File: src/rtl/writeback_unit.sv
// Write-side master for the register file: merges ALU and load results through
// an in-order FIFO into one registered write port and tracks pending writes.
module writeback_unit #(
  parameter int unsigned DEPTH  = 4,
  parameter int unsigned DATA_W = 8,
  parameter int unsigned ADDR_W = 3
) (
  input  logic                      clk,
  input  logic                      rst,
  input  logic                      alu_valid,
  output logic                      alu_ready,
  input  logic [ADDR_W-1:0]         alu_rd,
  input  logic [DATA_W-1:0]         alu_data,
  input  logic                      mem_valid,
  output logic                      mem_ready,
  input  logic [ADDR_W-1:0]         mem_rd,
  input  logic [DATA_W-1:0]         mem_data,
  output logic [ADDR_W-1:0]         rd,
  output logic [DATA_W-1:0]         write_data,
  output logic                      reg_write,
  input  logic                      issue_valid,
  input  logic [ADDR_W-1:0]         issue_rd,
  output logic                      issue_ok,
  output logic [(2**ADDR_W)-1:0]    busy,
  output logic [$clog2(DEPTH):0]    count
);

  localparam int unsigned PTR_W = $clog2(DEPTH);
  localparam int unsigned CNT_W = PTR_W + 1;
  localparam int unsigned NREG  = 2 ** ADDR_W;

  typedef struct packed {
    logic [ADDR_W-1:0] rd;
    logic [DATA_W-1:0] data;
  } entry_t;

  entry_t            fifo_q [DEPTH];
  logic [PTR_W-1:0]  wr_ptr_q, wr_ptr_d;
  logic [PTR_W-1:0]  rd_ptr_q, rd_ptr_d;
  logic [CNT_W-1:0]  count_q, count_d;
  logic [ADDR_W-1:0] rd_q, rd_d;
  logic [DATA_W-1:0] wdata_q, wdata_d;
  logic              we_q, we_d;
  logic [NREG-1:0]   busy_q, busy_d;

  logic [CNT_W-1:0]  free_c;
  logic [CNT_W-1:0]  push_cnt_c;
  logic [PTR_W-1:0]  alu_ptr_c;
  logic              mem_fire_c, alu_fire_c, pop_c;
  entry_t            head_c;

  // Readies from registered occupancy only; memory gets the last free slot.
  always_comb begin
    free_c    = CNT_W'(DEPTH) - count_q;
    mem_ready = 1'b0;
    alu_ready = 1'b0;
    if (!rst) begin
      mem_ready = (free_c >= CNT_W'(1));
      alu_ready = (free_c >= CNT_W'(2)) || ((free_c == CNT_W'(1)) && !mem_valid);
    end
    issue_ok = !busy_q[issue_rd];
  end

  // Push/pop bookkeeping and next values for the write port and scoreboard.
  always_comb begin
    mem_fire_c = mem_valid && mem_ready;
    alu_fire_c = alu_valid && alu_ready;
    pop_c      = (count_q != '0);
    push_cnt_c = CNT_W'(mem_fire_c) + CNT_W'(alu_fire_c);
    alu_ptr_c  = mem_fire_c ? (wr_ptr_q + PTR_W'(1)) : wr_ptr_q;
    head_c     = fifo_q[rd_ptr_q];

    wr_ptr_d = wr_ptr_q + PTR_W'(push_cnt_c);
    rd_ptr_d = rd_ptr_q + PTR_W'(pop_c);
    count_d  = count_q + push_cnt_c - CNT_W'(pop_c);

    we_d    = pop_c;
    rd_d    = rd_q;
    wdata_d = wdata_q;
    if (pop_c) begin
      rd_d    = head_c.rd;
      wdata_d = head_c.data;
    end

    // Clear applies first so a same-edge issue of the same register wins.
    busy_d = busy_q;
    if (we_q) begin
      busy_d[rd_q] = 1'b0;
    end
    if (issue_valid && issue_ok) begin
      busy_d[issue_rd] = 1'b1;
    end
  end

  // FIFO storage: older (memory) entry lands first when both sources fire.
  always_ff @(posedge clk) begin
    if (mem_fire_c) begin
      fifo_q[wr_ptr_q] <= '{rd: mem_rd, data: mem_data};
    end
    if (alu_fire_c) begin
      fifo_q[alu_ptr_c] <= '{rd: alu_rd, data: alu_data};
    end
  end

  // Control state, write port and scoreboard registers.
  always_ff @(posedge clk or posedge rst) begin
    if (rst) begin
      wr_ptr_q <= '0;
      rd_ptr_q <= '0;
      count_q  <= '0;
      rd_q     <= '0;
      wdata_q  <= '0;
      we_q     <= 1'b0;
      busy_q   <= '0;
    end else begin
      wr_ptr_q <= wr_ptr_d;
      rd_ptr_q <= rd_ptr_d;
      count_q  <= count_d;
      rd_q     <= rd_d;
      wdata_q  <= wdata_d;
      we_q     <= we_d;
      busy_q   <= busy_d;
    end
  end

  assign rd         = rd_q;
  assign write_data = wdata_q;
  assign reg_write  = we_q;
  assign busy       = busy_q;
  assign count      = count_q;

endmodule

File: config.mk
export PLATFORM = sky130hd
export DESIGN_NAME = writeback_unit
export DESIGN_NICKNAME = d
export VERILOG_FILES = /design/src/rtl/writeback_unit.sv
export SDC_FILE = /design/constraint.sdc
export NUM_CORES = 1
export LEC_CHECK = 0
export ABC_CLOCK_PERIOD_IN_PS = 2790
export CAP_MARGIN = 20
export CORE_UTILIZATION = 49
export DETAILED_ROUTE_END_ITERATION = 8
export PLACE_DENSITY = 0.75
export RECOVER_POWER = 100
export SYNTH_ARGS = -nofsm -noshare
export SYNTH_HDL_FRONTEND = slang
export SYNTH_SLANG_ARGS = --single-unit
File: constraint.sdc
create_clock -name clk -period 2.79 [get_ports clk]
set_input_delay 0.279 -clock clk [delete_from_list [all_inputs] [get_ports clk]]
set_output_delay 0.279 -clock clk [all_outputs]
set_load 0.01 [all_outputs]
==> out/qor.csv <==
stage;metric;value;unit
cts;cts_sinks;71;
timing;finalHoldViolCount;0;
finish;ff_latch_area;0.00200;sq mm
synth;syn_area;0.00375;sq mm
routing;first_pass_iters;4;
place;gp_congestion;0.839;
routing;drt_iter0_drc;142;
timing;min_period_over_period;100;%
synth;avgSynthCellArea;14.0;sq um
grt;grt_use_total;22.0;%
job;cap_violations;0;
power_and_ir_drop;p_switching;1.77;mW
setup_path;worst-path-max-fanout;3;
setup_path;r2r_cells;15;
finish;final_nets;403;
synth;synth_cells;268;
power_and_ir_drop;vdd_drop_max;0.000394;V
worst_hold_path;min_to;write_data[0];
timing;setup_viol;8;
worst_hold_path;hp-class;reg -> reg;
worst_hold_path;whs_path_depth;2;
setup_path;worstReg2RegEnd;count[2];
timing;worst_slew_pin_slew;1.44;ns
power_and_ir_drop;p_clk_share;17.9;%
grt;grt.overflow.total;0;
setup_path;critPathRequiredTime;3.03;ns
power_and_ir_drop;power_frac_seq;34.8;%
floorplanning;core;0.00733;sq mm
grt;grt_pass1_wl;12600;um
power_and_ir_drop;power_density;1030;mW/mm^2
routing;vias;2520;
timing;max_freq;357;MHz
routing;antenna_left;0;
status;violations;setup timing;
finish;layout-drive-gt1-share;35.5;%
finish;antenna_cells;0;
cts;cts_max_level;3;
cts;root_buffer;clkbuf_8;
floorplanning;num_io_pins;56;
floorplanning;rows;31;
routing;vias_per_cell;5.45;
setup_path;reg2reg_from;count[0];
timing;hold_slack;0.471;ns
status;status;finished with violations;
synth;synth_cell_types;41;
grt;grt_max_degree;28;
synth;ys_warn_count;0;
power_and_ir_drop;netSwitchingFraction;34.2;%
cts;cts_tree;done;
timing;rsz0062_at_grt;true;
setup_path;start_kind;flop;
cts;cts_buffers;9;
place;port_buffers;55;
cts;cts.reportedPaths.clkPinSlew;0.08;ns
floorplanning;die_w;89.5;um
finish;syn_to_final_growth;34.5;%
finish;multi_input_area;0.00179;sq mm
grt;grt_pass1_vias;2548;
setup_path;r2r_slack;-0.01;ns
routing;post-route-drc-count;0;
power_and_ir_drop;p_leak;2.06;nW
floorplanning;die_height;89.5;um
setup_path;critPathKind;reg -> reg;
worst_hold_path;hp-start;write_data[0];
timing;fin_crit;2.80;ns
finish;nFillCells;506;
setup_path;worst_ep_arrival_time;3.04;ns
routing;wirelength;8140;um
synth;synth_seq_cells;71;
cts;insertion_delay;0.35;ns
setup_path;endpoint_kind;flop;
timing;fin_skew;0.00892;ns
routing;post_drt_wl_per_cell;17.6;um
place;dp_hpwl;5290;um
timing;relSlewSlack;3.71;%
floorplanning;initial_utilization;51.2;%
cts;clockBufferDepth;2;
floorplanning;die_area;0.00801;sq mm
grt;antenna_found_initial;0;
synth;syn_nets;313;
timing;setup_ws;-0.0102;ns
power_and_ir_drop;pwr-share-comb;47.3;%
timing;slew_violations;0;
synth;synth_seq_area_share;53.2;%
finish;fin_util;68.8;%
power_and_ir_drop;internal-power;3.41;mW
==> registers in the layout, indices dropped and copies added, names as in the netlist <==
name,cells
write_data,8
rd,3
busy,8
rd_ptr_q,2
reg_write,1
count,3
fifo_q,44
wr_ptr_q,2
==> worst max path at each step <==
| stage | from | slack (ns) | depth (start not counted) | endpoint |
|---|---|---|---|---|
| 4_1_cts | count[0] | -0.03 | 15 | count[2] |
| 2_1_floorplan | count[1] | -0.13 | 14 | count[2] |
| 3_5_place_dp | mem_valid | -0.20 | 13 | count[2] |
| 3_3_place_gp | mem_valid | -0.10 | 13 | count[2] |
| 6_report | count[0] | -0.01 | 15 | count[2] |
| 5_1_grt | count[0] | -0.1 | 14 | fifo_q[2][4] |
==> area by class of cell <==
type	instances	share of cell area, %
multi-input combinational	173	35.5
clock inverter	4	0.943
sequential	71	39.6
timing repair buffer	90	16.7
tap	99	2.46
inverter	13	1.07
clock buffer	12	3.72
==> placed cells by master, fill, tap and decap left out, types with 3 or more instances in the layout <==
cell type | Yosys | routed
xnor2_1 | 4 | 3
buf_6 | 4 | 4
inv_2 | 1 | 5
buf_4 | 2 | 25
mux2_2 | 33 | 18
ha_1 | 14 | 8
inv_1 | 12 | 6
ha_4 | 0 | 5
a32o_1 | 8 | 8
dfrtp_1 | 27 | 26
clkbuf_8 | 0 | 10
nor2_1 | 5 | 4
nor3_1 | 3 | 3
nor2b_1 | 6 | 6
nand2_1 | 43 | 43
edfxtp_1 | 44 | 44
dlygate4sd3_1 | 0 | 24
clkbuf_1 | 3 | 3
clkdlybuf4s50_1 | 0 | 31
nor4b_1 | 2 | 3
nand3_1 | 4 | 4
mux2_4 | 9 | 26
mux4_2 | 11 | 11
==> metal layers <==
layer	GRT usage, %	part of all wire, %	routed length (um)	vias up
met3	4.34	5.3	433	16
met5	0	0	0	-
met1	27.9	42	3450	1246
li1	-	-	-	1176
met2	36.3	50	4100	82
met4	10.7	1.9	154	0
==> critical path, cell delays in order (launching register included) <==
cell and delay, ns:
dfrtp_2 0.40, inv_2 0.07, ha_4 0.16, ha_4 0.28
nand2b_4 0.07, o311ai_4 0.26, inv_2 0.10, ha_4 0.29
inv_4 0.03, ha_4 0.21, inv_4 0.05, ha_4 0.11
inv_2 0.03, fa_2 0.35, xnor2_2 0.15, xnor2_1 0.12
==> kinds of logic after synthesis <==
group,after synthesis,synth area share [%]
mux,56,21.0
buf+inv,24,3.43
xor+xnor,5,1.17
fa+ha+maj,15,5.20
simple gates,77,10.8
compound gates,20,5.14
flops,71,53.2
==> through the flow <==
step	instances	TNS, ns	power, mW	instance area [sq um]	worst slack [ns]
global route	462	-2.26	5.51	5040	-0.0963
finish	462	-0.0383	5.18	5040	-0.0102
detailed placement	438	-0.315	4.04	4580	-0.197
CTS	460	-0.447	5.15	4940	-0.0331
floorplan	268	-0.188	3.08	3770	-0.126
global placement	438	-0.133	3.97	4580	-0.102
==> timing repair <==
item | in CTS | in global routing
gates resized for setup | 16 | 33
setup buffers | 6 | 0
hold buffers | 0 | 0
cloned | 0 | 2
endpoints found under the setup margin | 2 | 54
pin swaps | 8 | 8
==> synthesized netlist by cell type <==
master	number	area, sq um
buf_1	1	3.75
inv_2	1	3.75
and4_1	1	8.76
clkbuf_1	3	11.3
nor2_1	5	18.8
nand2b_1	2	12.5
nor2b_1	6	37.5
buf_6	4	45.0
nor4b_4	2	47.6
xor2_1	1	8.76
and3_1	1	6.26
nand2_1	43	161
and2b_2	1	8.76
mux2_2	33	372
nand3_1	4	20.0
a21o_2	1	8.76
xnor2_1	4	35.0
mux4_2	11	248
o211a_1	2	20.0
mux2_1	3	33.8
a32o_1	8	80.1
nor4b_1	2	17.5
o211ai_1	2	15.0
nand4_1	1	6.26
dfrtp_1	27	676
o21ai_1	2	10.0
or4_1	2	15.0
nand4b_1	2	17.5
ha_1	14	175
a21oi_2	2	17.5
nor3_1	3	15.0
mux2_4	9	135
buf_2	1	5.00
buf_4	2	15.0
a211oi_1	1	7.51
a21o_1	1	7.51
fa_1	1	20.0
o311ai_4	1	26.3
inv_1	12	45.0
edfxtp_1	44	1320
and2_1	2	12.5
==> power by group through the flow <==
stage,clock network (mW),registers [mW],logic (mW)
6_report,0.928,1.80,2.45
5_1_grt,0.993,1.85,2.67
4_1_cts,0.939,1.81,2.40
3_5_place_dp,0,1.83,2.20
3_3_place_gp,0,1.82,2.15
2_1_floorplan,0,1.80,1.28
No activity file was read; power rests on OpenSTA's default activity.
==> RTL edit, RTL diff (config.mk and constraints unchanged) <==
`wdata_q` no longer has a reset.
--- a/src/rtl/writeback_unit.sv
+++ b/src/rtl/writeback_unit.sv
@@ -109,7 +109,6 @@
       rd_ptr_q <= '0;
       count_q  <= '0;
       rd_q     <= '0;
-      wdata_q  <= '0;
       we_q     <= 1'b0;
       busy_q   <= '0;
     end else begin
@@ -117,10 +116,13 @@
       rd_ptr_q <= rd_ptr_d;
       count_q  <= count_d;
       rd_q     <= rd_d;
-      wdata_q  <= wdata_d;
       we_q     <= we_d;
       busy_q   <= busy_d;
     end
+  end
+
+  always_ff @(posedge clk) begin
+    wdata_q <= wdata_d;
   end
 
   assign rd         = rd_q;
Check against the original RTL: differs if rst is asserted again (counterexample within 4 cycles, from zero or initial values and one cycle with rst high); with rst held inactive, the same outputs for 10 cycles.
==> RTL edit against the original RTL <==
Non-clock buffer count shrank 10. Routed wire length shrank 3.7%. Total power shrank 6.4%. Area after synthesis shrank 1.4%. Sequential cell count is the same. Combinational power shrank 7%. Setup slack gained 0.024 ns. Count of clock-buffer cells in the layout shrank 3. Cell area shrank 3.6%. Critical path type unchanged. Largest cell class unchanged. Largest power group unchanged. Highest routed layer unchanged.
==> RTL edit: results (changes against the original RTL) <==
status: completed
Worst-Skew Late Latency: 0.35 ns (about the same)
clock-pin transition on the worst setup and hold timing paths: 0.08 ns (about the same)
DR vias/cell: 5.48 (+0.51%)
fillers: 550 (+8.7%)
Synth Area in Compound Gates: 0.0555 (+0.00411)
EDFF count, synth: 52 (+18%)
syn nets: 286 (-8.6%)
sequential area share after synthesis: 0.551 (+0.0184)
Hold Crit Class: flop to flop
number of CTS-inserted buffers: 9 (unchanged)
Synth top cells by count: 52 x edfxtp_1, 27 x mux2_2, 19 x dfrtp_1
Root Driver: clkbuf_8
Yosys Warn Count: 0 (unchanged)
share of cells above drive strength 1: 0.358 (+0.00220)
hpwl dp: 5300 µm (+0.14%)
htree depth: 3 (unchanged)
WL per Instance: 18.3 µm (+3.8%)
Largest register FFs: 44 (unchanged)
mux share of post-synthesis cell area: 0.222 (+0.0121)
number of global-route vias before repair: 2,402 (-5.7%)
Post-Synth Adder-Cell Area: 0.0528 (+0.000739)
# nets final: 370 (-8.2%)
CP peak stage delay: 0.40 ns (about the same)
Global Route Usage Sum: 0.215 (-0.00444)
Cells after DPL: 409 (-6.6%)
largest net degree at the start of global routing: 15 (-46%)
antenna cells: 0 (unchanged)
CP max stage cell: dfrtp_1
Routed WL: 7840 µm (-3.7%)
VDD IR max: 0.479 mV (+21%)
Async S/R FF share, synth: 0.268 (-0.113)
GP Congestion: 0.812 (-3.2%)
Clock Skew: 0.00833 ns (-0.000594 ns)
DRT Pass-1 Iters: 4 (unchanged)
post-synth cell types: 39 (-4.9%)
initial antenna violation count: 0 (unchanged)
Synth Instances: 241 (-10%)
Reg with most FFs: fifo_q
Leakage: 1.84 nW (-11%)
port bufs: 55 (unchanged)
first-pass GRT wire length: 12,300 µm (-2.4%)
initial drt markers: 110 (-23%)
CTS Buffer Depth: 2 (unchanged)
synth top area cells: edfxtp_1 42%, dfrtp_1 13%, mux2_2 8.2%, mux2_4 7.3%, mux4_2 6.7%
Crit Path Max Fanout: 3 (unchanged)
Post-Synth XOR/XNOR Area: 0.0118 (+0.000166)
slew margin rel.: 0.462 (+0.425)
[RTL edit: worst paths after layout]
path / to / cells after the start / from / slack [ns]
hold reg to reg: busy[7] / 1 / busy[7] / 0.51
setup / recovery: count[2] / 15 / count[1] / 0.01
hold / removal: busy[7] / 1 / busy[7] / 0.51
min in group asynchronous: count[1] / 3 / rst / 0.63
max in group asynchronous: busy[7] / 3 / rst / 1.55
setup reg to reg: count[2] / 15 / count[1] / 0.01
[RTL edit: power breakdown]
part | total, mW | internal (mW) | leakage [nW] | switching (mW)
Combinational | 2.28 | 1.27 | 1.04 | 1.00
Clock | 0.745 | 0.324 | 0.0874 | 0.421
Sequential | 1.83 | 1.56 | 0.713 | 0.266
[RTL edit: cell families (layout without fill, tap and decap cells)]
logic type      count (synthesis)  after routing
compound gates                 21             22
xor+xnor                        5              5
fa+ha+maj                      15             15
buf+inv                        21            109
flops                          71             71
mux                            56             56
simple gates                   52             52
[RTL edit: final cells by class]
cell class | instances | area (µm²) | area share
Sequential cell | 71 | 2040 | 0.419
Multi-Input combinational cell | 150 | 1690 | 0.347
Timing Repair Buffer | 80 | 793 | 0.163
Clock buffer | 9 | 124 | 0.0255
Tap cell | 99 | 124 | 0.0255
Inverter | 13 | 48.8 | 0.0100
Clock inverter | 7 | 47.5 | 0.00978
[RTL edit: critical path: cells and delay by family, from the launching register on]
family / cells / cell delay [ns]
fa+ha+maj: 6 / 1.36
buf+inv: 5 / 0.29
flops: 1 / 0.40
compound gates: 1 / 0.25
xor+xnor: 2 / 0.30
simple gates: 1 / 0.06
[RTL edit: stage by stage]
stage	area (µm²)	worst slack (ns)
2_1_floorplan	3780	-0.0986
3_3_place_gp	4630	0.0275
3_5_place_dp	4630	-0.0537
4_1_cts	4840	-0.0672
5_1_grt	4860	-0.107
6_report	4860	0.0137
[RTL edit: timing repair]
item,4_1_cts,5_1_grt
hold buffers,0,0
pin swaps,6,4
gates cloned,0,1
buffers inserted,3,0
setup endpoints to repair,3,35
resized for setup,3,3
[RTL edit: routing by layer]
metal  track usage  wire length, µm  up-vias
met3        0.0308              244       12
met1         0.277             3430     1174
met4        0.0938              126        0
met2         0.365             4040       59
li1              -                -     1107
met5             0                0        -
